--- src/rtl/rvc_asap_cr_ctrl.sv ---
// rtl/rvc_asap_cr_ctrl.sv - memory-mapped control registers: 7-seg, LEDs, VGA cursor, switches, debounced buttons
module rvc_asap_cr_ctrl #(
  parameter logic [31:0] CR_BASE      = 32'h7000,
  parameter int          NUM_SEG7     = 6,
  parameter int          LED_W        = 10,
  parameter int          SW_W         = 10,
  parameter int          NUM_BTN      = 2,
  parameter bit          BTN_ACT_LOW  = 1'b1,
  parameter int unsigned DEBOUNCE_CYC = 50000
) (
  input  logic                  Clock,
  input  logic                  Rst_N,
  input  logic                  CrRdEn,
  input  logic                  CrWrEn,
  input  logic [31:0]           CrAddr,
  input  logic [3:0]            CrByteEn,
  input  logic [31:0]           CrWrData,
  output logic [31:0]           CrRdData,
  output logic                  CrIrq,
  input  logic [NUM_BTN-1:0]    Button,
  input  logic [SW_W-1:0]       Switch,
  output logic [8*NUM_SEG7-1:0] Seg7,
  output logic [LED_W-1:0]      Led,
  output logic [31:0]           CursorH,
  output logic [31:0]           CursorV
);

  localparam int OFF_LED    = NUM_SEG7;
  localparam int OFF_LEVEL  = NUM_SEG7 + 1;
  localparam int OFF_EVENT  = NUM_SEG7 + 2;
  localparam int OFF_IRQ_EN = NUM_SEG7 + 3;
  localparam int OFF_SWITCH = NUM_SEG7 + 4;
  localparam int OFF_CUR_H  = NUM_SEG7 + 5;
  localparam int OFF_CUR_V  = NUM_SEG7 + 6;
  localparam int MAP_WORDS  = NUM_SEG7 + 7;
  localparam int CW         = $clog2(DEBOUNCE_CYC) + 1;

  typedef enum logic {ST_STABLE, ST_COUNTING} db_state_t;

  logic [7:0]         seg7_q [NUM_SEG7];
  logic [LED_W-1:0]   led_q;
  logic [NUM_BTN-1:0] irq_en_q, event_q, level_q, level_d, btn_set, ev_clr;
  logic [31:0]        cur_h_q, cur_v_q, rd_data_q, rd_val, off;
  logic [31:0]        led_wr, cur_h_wr, cur_v_wr;
  logic [NUM_BTN-1:0] btn_norm, btn_sync1, btn_sync2;
  logic [SW_W-1:0]    sw_sync1, sw_sync2;
  logic               hit, wr_hit, irq_q;
  db_state_t          state_q [NUM_BTN];
  db_state_t          state_d [NUM_BTN];
  logic [CW-1:0]      cnt_q [NUM_BTN];
  logic [CW-1:0]      cnt_d [NUM_BTN];

  function automatic logic [31:0] merge_be(input logic [31:0] old, input logic [31:0] wd,
                                           input logic [3:0] be);
    logic [31:0] r;
    for (int k = 0; k < 4; k++) r[8*k +: 8] = be[k] ? wd[8*k +: 8] : old[8*k +: 8];
    return r;
  endfunction

  // Word offset relative to the region floor; anything outside the map or unaligned is a miss.
  assign off    = (CrAddr - CR_BASE) >> 2;
  assign hit    = (CrAddr >= CR_BASE) && (off < 32'(MAP_WORDS)) && (CrAddr[1:0] == 2'b00);
  assign wr_hit = CrWrEn && hit;

  assign led_wr   = merge_be(32'(led_q), CrWrData, CrByteEn);
  assign cur_h_wr = merge_be(cur_h_q, CrWrData, CrByteEn);
  assign cur_v_wr = merge_be(cur_v_q, CrWrData, CrByteEn);
  assign ev_clr   = (wr_hit && off == 32'(OFF_EVENT) && CrByteEn[0]) ? CrWrData[NUM_BTN-1:0] : '0;
  assign btn_norm = BTN_ACT_LOW ? ~Button : Button;

  for (genvar g = 0; g < NUM_SEG7; g++) begin : g_seg7
    assign Seg7[8*g +: 8] = seg7_q[g];
  end
  assign Led      = led_q;
  assign CursorH  = cur_h_q;
  assign CursorV  = cur_v_q;
  assign CrRdData = rd_data_q;
  assign CrIrq    = irq_q;

  // Software-writable registers; RO offsets simply have no write branch.
  always_ff @(posedge Clock or negedge Rst_N) begin
    if (!Rst_N) begin
      for (int i = 0; i < NUM_SEG7; i++) seg7_q[i] <= 8'hFF;
      led_q    <= '0;
      irq_en_q <= '0;
      cur_h_q  <= '0;
      cur_v_q  <= '0;
    end else if (wr_hit) begin
      for (int i = 0; i < NUM_SEG7; i++)
        if (off == 32'(i) && CrByteEn[0]) seg7_q[i] <= CrWrData[7:0];
      if (off == 32'(OFF_LED)) led_q <= led_wr[LED_W-1:0];
      if (off == 32'(OFF_IRQ_EN) && CrByteEn[0]) irq_en_q <= CrWrData[NUM_BTN-1:0];
      if (off == 32'(OFF_CUR_H)) cur_h_q <= cur_h_wr;
      if (off == 32'(OFF_CUR_V)) cur_v_q <= cur_v_wr;
    end
  end

  // Sticky press events: a new rising level beats a coincident write-one-to-clear.
  always_ff @(posedge Clock or negedge Rst_N) begin
    if (!Rst_N) begin
      event_q <= '0;
      irq_q   <= 1'b0;
    end else begin
      event_q <= (event_q & ~ev_clr) | btn_set;
      irq_q   <= |(event_q & irq_en_q);
    end
  end

  // Read mux from the pre-write register state; misses read as zero.
  always_comb begin
    rd_val = '0;
    if (hit) begin
      for (int i = 0; i < NUM_SEG7; i++)
        if (off == 32'(i)) rd_val = {24'd0, seg7_q[i]};
      if (off == 32'(OFF_LED))    rd_val = 32'(led_q);
      if (off == 32'(OFF_LEVEL))  rd_val = 32'(level_q);
      if (off == 32'(OFF_EVENT))  rd_val = 32'(event_q);
      if (off == 32'(OFF_IRQ_EN)) rd_val = 32'(irq_en_q);
      if (off == 32'(OFF_SWITCH)) rd_val = 32'(sw_sync2);
      if (off == 32'(OFF_CUR_H))  rd_val = cur_h_q;
      if (off == 32'(OFF_CUR_V))  rd_val = cur_v_q;
    end
  end

  // Read data register holds between reads.
  always_ff @(posedge Clock or negedge Rst_N) begin
    if (!Rst_N)      rd_data_q <= '0;
    else if (CrRdEn) rd_data_q <= rd_val;
  end

  // Two-flop synchronisers for the asynchronous pins.
  always_ff @(posedge Clock or negedge Rst_N) begin
    if (!Rst_N) begin
      btn_sync1 <= '0;
      btn_sync2 <= '0;
      sw_sync1  <= '0;
      sw_sync2  <= '0;
    end else begin
      btn_sync1 <= btn_norm;
      btn_sync2 <= btn_sync1;
      sw_sync1  <= Switch;
      sw_sync2  <= sw_sync1;
    end
  end

  // Debounce state, counters and accepted levels.
  always_ff @(posedge Clock or negedge Rst_N) begin
    if (!Rst_N) begin
      for (int b = 0; b < NUM_BTN; b++) begin
        state_q[b] <= ST_STABLE;
        cnt_q[b]   <= '0;
      end
      level_q <= '0;
    end else begin
      for (int b = 0; b < NUM_BTN; b++) begin
        state_q[b] <= state_d[b];
        cnt_q[b]   <= cnt_d[b];
      end
      level_q <= level_d;
    end
  end

  // Per-button debounce: a change is accepted after DEBOUNCE_CYC consecutive differing samples.
  always_comb begin
    level_d = level_q;
    btn_set = '0;
    for (int b = 0; b < NUM_BTN; b++) begin
      state_d[b] = state_q[b];
      cnt_d[b]   = cnt_q[b];
      case (state_q[b])
        ST_STABLE: begin
          cnt_d[b] = '0;
          if (btn_sync2[b] != level_q[b]) begin
            state_d[b] = ST_COUNTING;
            cnt_d[b]   = CW'(1);
          end
        end
        ST_COUNTING: begin
          if (btn_sync2[b] == level_q[b]) begin
            state_d[b] = ST_STABLE;
            cnt_d[b]   = '0;
          end else if (cnt_q[b] == CW'(DEBOUNCE_CYC - 1)) begin
            state_d[b] = ST_STABLE;
            cnt_d[b]   = '0;
            level_d[b] = btn_sync2[b];
            btn_set[b] = btn_sync2[b];
          end else begin
            cnt_d[b] = cnt_q[b] + CW'(1);
          end
        end
        default: begin
          state_d[b] = ST_STABLE;
          cnt_d[b]   = '0;
        end
      endcase
    end
  end

endmodule
--- config.mk ---
export PLATFORM = sky130hd
export DESIGN_NAME = rvc_asap_cr_ctrl
export DESIGN_NICKNAME = d
export VERILOG_FILES = /design/src/rtl/rvc_asap_cr_ctrl.sv
export SDC_FILE = /design/constraint.sdc
export NUM_CORES = 1
export LEC_CHECK = 0
export ABC_CLOCK_PERIOD_IN_PS = 2200
export CAP_MARGIN = 20
export CELL_PAD_IN_SITES_DETAIL_PLACEMENT = 1
export CELL_PAD_IN_SITES_GLOBAL_PLACEMENT = 1
export CORE_MARGIN = 3
export CORE_UTILIZATION = 40
export DETAILED_ROUTE_END_ITERATION = 10
export MAX_ROUTING_LAYER = met4
export PLACE_DENSITY = 0.83
export SLEW_MARGIN = 5
export SYNTH_ARGS = -nofsm -noshare
export SYNTH_HDL_FRONTEND = slang
export SYNTH_SLANG_ARGS = --single-unit
--- constraint.sdc ---
create_clock -name Clock -period 2.2 [get_ports Clock]
set_input_delay 0.44 -clock Clock [delete_from_list [all_inputs] [get_ports Clock]]
set_output_delay 0.44 -clock Clock [all_outputs]
set_load 0.005 [all_outputs]
==> results of run 1 <==
repair_timing:
action,in CTS,in global routing
endpoints found under the setup margin,121,94
resized for setup,64,17
hold endpoints to repair,66,0
pin swaps,21,10
cloned,1,0
hold buffers,1,0
buffers inserted,12,0
area by class of cell:
class	count	area [um2]	share of cell area
Clock buffer	41	798	0.0545
Tap cell	324	405	0.0277
Antenna cell	2	5.00	0.000341
Clock inverter	6	38.8	0.00265
Inverter	38	143	0.00973
Sequential cell	221	5590	0.381
Timing Repair Buffer	323	3270	0.223
Multi-Input combinational cell	501	4410	0.301
layer usage:
metal  part of all wire  vias up  track usage
li1                   -     3544            -
met4              0.027        0       0.0707
met1               0.41     4119        0.322
met2               0.50      292        0.429
met3              0.061       68       0.0492
met5                  0        -            -
cell usage after synthesis (7+ instances only):
cell | number | area share
nor4_1 | 14 | 0.0087
nor2_1 | 60 | 0.022
o22ai_1 | 37 | 0.023
clkbuf_1 | 35 | 0.013
xnor2_1 | 21 | 0.018
dfrtp_1 | 173 | 0.43
dfstp_2 | 48 | 0.13
nand2_1 | 28 | 0.010
nand4_1 | 14 | 0.0087
a211oi_1 | 7 | 0.0052
inv_1 | 38 | 0.014
and4_1 | 7 | 0.0061
mux4_2 | 8 | 0.018
nor3_1 | 10 | 0.0050
a2bb2oi_1 | 8 | 0.0070
xor2_1 | 12 | 0.010
nor4_4 | 10 | 0.021
mux2i_1 | 10 | 0.010
o21ai_0 | 13 | 0.0065
mux2_2 | 128 | 0.14
nand3_1 | 16 | 0.0080
a22oi_1 | 30 | 0.022
and3_1 | 13 | 0.0081
final timing paths:
path                               end  slack, ps  depth (start not counted)
max in group asynchronous    cnt_q[11]       1130                          3
hold / removal             sw_sync1[3]        300                          2
setup reg to reg              cnt_q[2]        120                          5
min in group Clock         sw_sync2[8]        350                          0
setup / recovery           CursorV[16]         20                          8
hold reg to reg            sw_sync2[8]        350                          0
sequential cells by signal, summed over array words and instances, names as in the netlist:
signal,count
Led,10
CrRdData,32
CursorH,32
level_q,2
cnt_q,34
Seg7,48
CrIrq,1
irq_en_q,2
btn_sync1,2
event_q,2
btn_sync2,2
state_q,2
sw_sync2,10
sw_sync1,10
CursorV,32
report_power, final:
part,internal (mW),total (mW),switching (mW)
sequential,4.10,4.11,0.0152
clock,2.48,4.21,1.73
combinational,0.252,0.576,0.323
total,6.83,8.90,2.07
through the flow:
step | utilization | hold slack [ps] | instances | setup slack [ps]
3_3_place_gp | 0.553 | 255 | 1393 | -767
2_1_floorplan | - | 144 | 805 | -361
6_report | 0.599 | 304 | 1456 | 21.1
4_1_cts | 0.597 | 285 | 1454 | 0.360
5_1_grt | 0.599 | 293 | 1456 | 1.71
3_5_place_dp | 0.553 | 256 | 1393 | -931
kinds of logic after synthesis:
family,Yosys count,synth area share
AO/OA/AOI/OAI,115,0.0790
XOR/XNOR,33,0.0288
adder cells (fa/ha/maj),2,0.00250
buffers and inverters,83,0.0323
flip-flops,221,0.558
multiplexers,146,0.172
AND/OR/NAND/NOR,205,0.128
==> flow_metrics.py, run 1 <==
metrics = {
    "placement": {
        "io_buffers": 238,
        "dp_hpwl_um": 23600,
        "gp_congestion": 0.868,
        "placed_area_um2": 13500,
    },
    "pwr": {
        "vdd_ir_drop_max_uv": 513,
        "total_power_mw": 8.90,
        "leakage_nw": 6.06,
        "p_per_area_nw_per_um2": 607,
    },
    "floorplanning": {
        "io_pins": 239,
        "rows": 57,
        "die_area_um2": 27000,
        "dieHeight_um": 164,
        "coreArea_um2": 24500,
        "start_util": 0.410,
        "dieWidth_um": 164,
    },
    "yosys": {
        "ys_ff_latch": 221,
        "synthFlopType": "dfrtp_1",
        "synth-seq-area-share": 0.558,
        "avgSynthCellArea_um2": 12.4,
        "syn_nets": 891,
        "synth_edf_count": 0,
        "netlist_area_um2": 10000,
        "ys_types": 54,
        "ys_warn_count": 0,
        "async_flop_share": 1.00,
        "synth_cells": 805,
    },
    "cts": {
        "cts_max_level": 1,
        "cts.clk_slew.worst_paths_ps": 60,
        "clock_path_buffers": 3,
        "insertion_delay_ps": 530,
        "numCtsBuffers": 26,
        "cts-root-buf": "clkbuf_16",
        "tritoncts": "built",
        "cts.sinks": 221,
    },
    "global_route": {
        "grt_pass1_wl_um": 52800,
        "grt_max_degree": 108,
        "grt_use_total": 0.257,
        "grt_pass1_vias": 9050,
        "grt-ovfl-total": 0,
        "antenna_found_initial": 2,
    },
    "critical_path": {
        "crit_arrival_ps": 2590,
        "worstSetupEndpointType": "register",
        "path_buf_inv": 3,
        "slowest_delay_ps": 610,
        "crit_fanout": 8,
        "crit_start": "CrAddr[20]",
        "regToRegStartpoint": "cnt_q[0]",
        "cp_data_required_time_ps": 2620,
        "cp_slowest_cell": "or4_4",
        "worst-setup-path-type": "in -> reg",
        "cp-start-kind": "input port",
        "path_common_cell": "nor4_4",
        "critPathTopFamily": "simple AND/OR/NAND/NOR gates",
        "path_cells": "dlygate4sd2_1 -> nor4_4 -> nand2_1 -> or4_4 -> buf_12 -> nor4_4 -> buf_6 -> mux2_4",
    },
    "detailed_routing": {
        "num_vias": 8023,
        "wl_per_cell_um": 23.4,
        "viasPerCell": 5.51,
        "firstDrtPassIters": 4,
        "drt_wl_total_um": 34000,
        "drcViolationCount": 0,
        "first_iter_violations": 532,
        "detail-route-antenna-nets": 0,
    },
    "sta": {
        "setup_tns_ps": 0,
        "tightest_slew_ps": 576,
        "finalWorstPathRequiredPeriod_ps": 2180,
        "final-setup-viol-count": 0,
        "fin_crit_sh": 0.990,
        "rsz0062_at_grt": "no",
        "skew_ps": 13.2,
        "slew-limit-headroom": 0.616,
        "finalMaxSlewViolations": 0,
        "hold_viol": 0,
        "timing.fmax_mhz": 459,
    },
    "cells_and_area": {
        "final_common_cell": "clkdlybuf4s50_1",
        "design_area_um2": 14700,
        "drive_gt1_frac": 0.314,
        "layout_common_cells": "210 x clkdlybuf4s50_1, 173 x dfrtp_1, 96 x mux2_2, 57 x nor2_1, 57 x buf_4",
        "fill_cells": 2420,
        "areaGrowthSynthToFinish_pct": 46.3,
        "fin_nets": 1197,
    },
    "status": {
        "status": "finished, final reports clean",
    },
    "hold_path": {
        "min_path_type": "in -> async",
    },
    "job": {
        "cap_viol_max_count": 0,
    },
}
Note: power is estimated with default switching activity, not from simulation.
==> run 2: changes to the inputs <==
Settings changed: CORE_MARGIN 3 to default, MAX_ROUTING_LAYER met4 to default.
==> flow_metrics.py, run 2 (synthesis results as in run 1) <==
metrics = {
    "status": {
        "status": "finished, final reports clean",
    },
    "cells_and_area": {
        "diodes": 0,
        "largest_reg_flops": 48,
        "drive_gt1_frac": 0.323,
        "final_common_cell": "clkdlybuf4s50_1",
        "final_cells": 1459,
        "areaGrowthSynthToFinish_pct": 48.1,
        "layout_common_cells": "210 x clkdlybuf4s50_1, 173 x dfrtp_1, 83 x mux2_2, 59 x buf_4, 58 x nor2_1",
        "design_area_um2": 14800,
        "fin_nets": 1201,
    },
    "critical_path": {
        "crit_fanout": 8,
        "crit_arrival_ps": 2600,
        "worstSetupEndpointType": "register",
        "cp-start-kind": "input port",
        "worst-setup-path-type": "in -> reg",
        "cp_data_required_time_ps": 2630,
    },
    "cts": {
        "tritoncts": "built",
        "clock_path_buffers": 3,
        "cts.clk_slew.worst_paths_ps": 60,
        "insertion_delay_ps": 540,
        "cts_max_level": 1,
        "cts-root-buf": "clkbuf_16",
        "numCtsBuffers": 26,
        "cts.sinks": 221,
    },
    "global_route": {
        "grt_pass1_wl_um": 56000,
        "grt-ovfl-total": 0,
        "grt_pass1_vias": 9291,
        "grt_use_total": 0.282,
        "grt_max_degree": 60,
        "antenna_found_initial": 0,
    },
    "floorplanning": {
        "io_pins": 239,
        "coreArea_um2": 24500,
        "dieHeight_um": 160,
        "dieWidth_um": 160,
        "die_area_um2": 25700,
        "start_util": 0.410,
        "rows": 57,
    },
    "sta": {
        "tightest_slew_ps": 510,
        "rsz0062_at_grt": "yes",
        "final-setup-viol-count": 0,
        "finalMaxSlewViolations": 0,
        "fin_crit_sh": 0.987,
        "hold_viol": 0,
        "finalWorstPathRequiredPeriod_ps": 2170,
        "skew_ps": 7.31,
        "slew-limit-headroom": 0.659,
        "timing.fmax_mhz": 460,
    },
    "detailed_routing": {
        "detail-route-antenna-nets": 0,
        "wl_per_cell_um": 24.9,
        "viasPerCell": 5.66,
        "drt_wl_total_um": 36400,
        "drcViolationCount": 0,
        "firstDrtPassIters": 5,
        "num_vias": 8255,
        "first_iter_violations": 462,
    },
    "pwr": {
        "p_per_area_nw_per_um2": 645,
        "leakage_nw": 6.15,
        "total_power_mw": 9.57,
        "vdd_ir_drop_max_uv": 461,
    },
    "placement": {
        "dp.cells": 1400,
        "gp_congestion": 0.858,
        "dp_hpwl_um": 23900,
        "placed_area_um2": 13500,
        "io_buffers": 238,
    },
    "job": {
        "cap_viol_max_count": 0,
    },
    "hold_path": {
        "min_path_type": "in -> reg",
    },
}
run 2: path summary, 6_finish.rpt:
kind / to / start / slack (ps) / depth (start not counted)
min: sw_sync1[2] / Switch[2] / 340 / 1
max in group asynchronous: Seg7[8] / Rst_N / 1070 / 3
min reg2reg: sw_sync2[0] / sw_sync1[0] / 350 / 0
max: CursorH[3] / CrAddr[16] / 30 / 9
max reg2reg: cnt_q[9] / cnt_q[0] / 140 / 5
min in group asynchronous: cnt_q[7] / Rst_N / 430 / 2
run 2: through the flow:
step / utilization / setup slack, ps / setup TNS (ps) / hold slack, ps
6_report: 0.607 / 27.8 / 0 / 339
5_1_grt: 0.607 / -33.0 / -187 / 348
4_1_cts: 0.601 / 0.351 / 0 / 332
3_5_place_dp: 0.554 / -890 / -114910 / 336
3_3_place_gp: 0.554 / -822 / -106980 / 334
2_1_floorplan: - / -361 / -32360 / 144
run 2: worst max-delay path, cell delays in order:
cell             delay, ps
clkdlybuf4s15_1        220
nor4_4                 300
nand4_2                150
o31a_1                 370
buf_6                  160
buf_6                  120
nor4_4                 270
buf_6                  200
mux2_2                 350
run 2: repair_timing:
action / CTS / global route
gates resized for setup: 65 / 44
pin swaps: 14 / 16
endpoints found under the hold margin: 47 / 0
gates cloned: 1 / 1
buffers inserted: 5 / 5
hold buffers: 1 / 0
endpoints found under the setup margin: 147 / 138
run 2: per-layer routing:
layer / vias up / share of wire / track usage
li1: 3553 / - / -
met1: 4266 / 0.39 / 0.335
met2: 334 / 0.51 / 0.504
met3: 102 / 0.056 / 0.0522
met4: 0 / 0.042 / 0.112
met5: - / 0 / 0
run 2: layout make-up:
type / instances / area, um2
Sequential cell: 221 / 5590
Clock buffer: 34 / 742
Clock inverter: 14 / 229
Multi-Input combinational cell: 501 / 4440
Fill cell: 2420 / 9620
Inverter: 38 / 143
Timing Repair Buffer: 327 / 3290
Tap cell: 324 / 405
run 2: power breakdown:
part	leakage [nW]	switching [mW]	total, mW	internal, mW
Sequential	2.84	0.0182	4.12	4.10
Combinational	2.84	0.336	0.588	0.252
Clock	0.474	1.79	4.86	3.08
==> run 3: changes to the inputs <==
Settings changed: ABC_CLOCK_PERIOD_IN_PS 2200 to default.
==> results of run 3 <==
Final layout, timing and power as in run 2 (identical DEF).
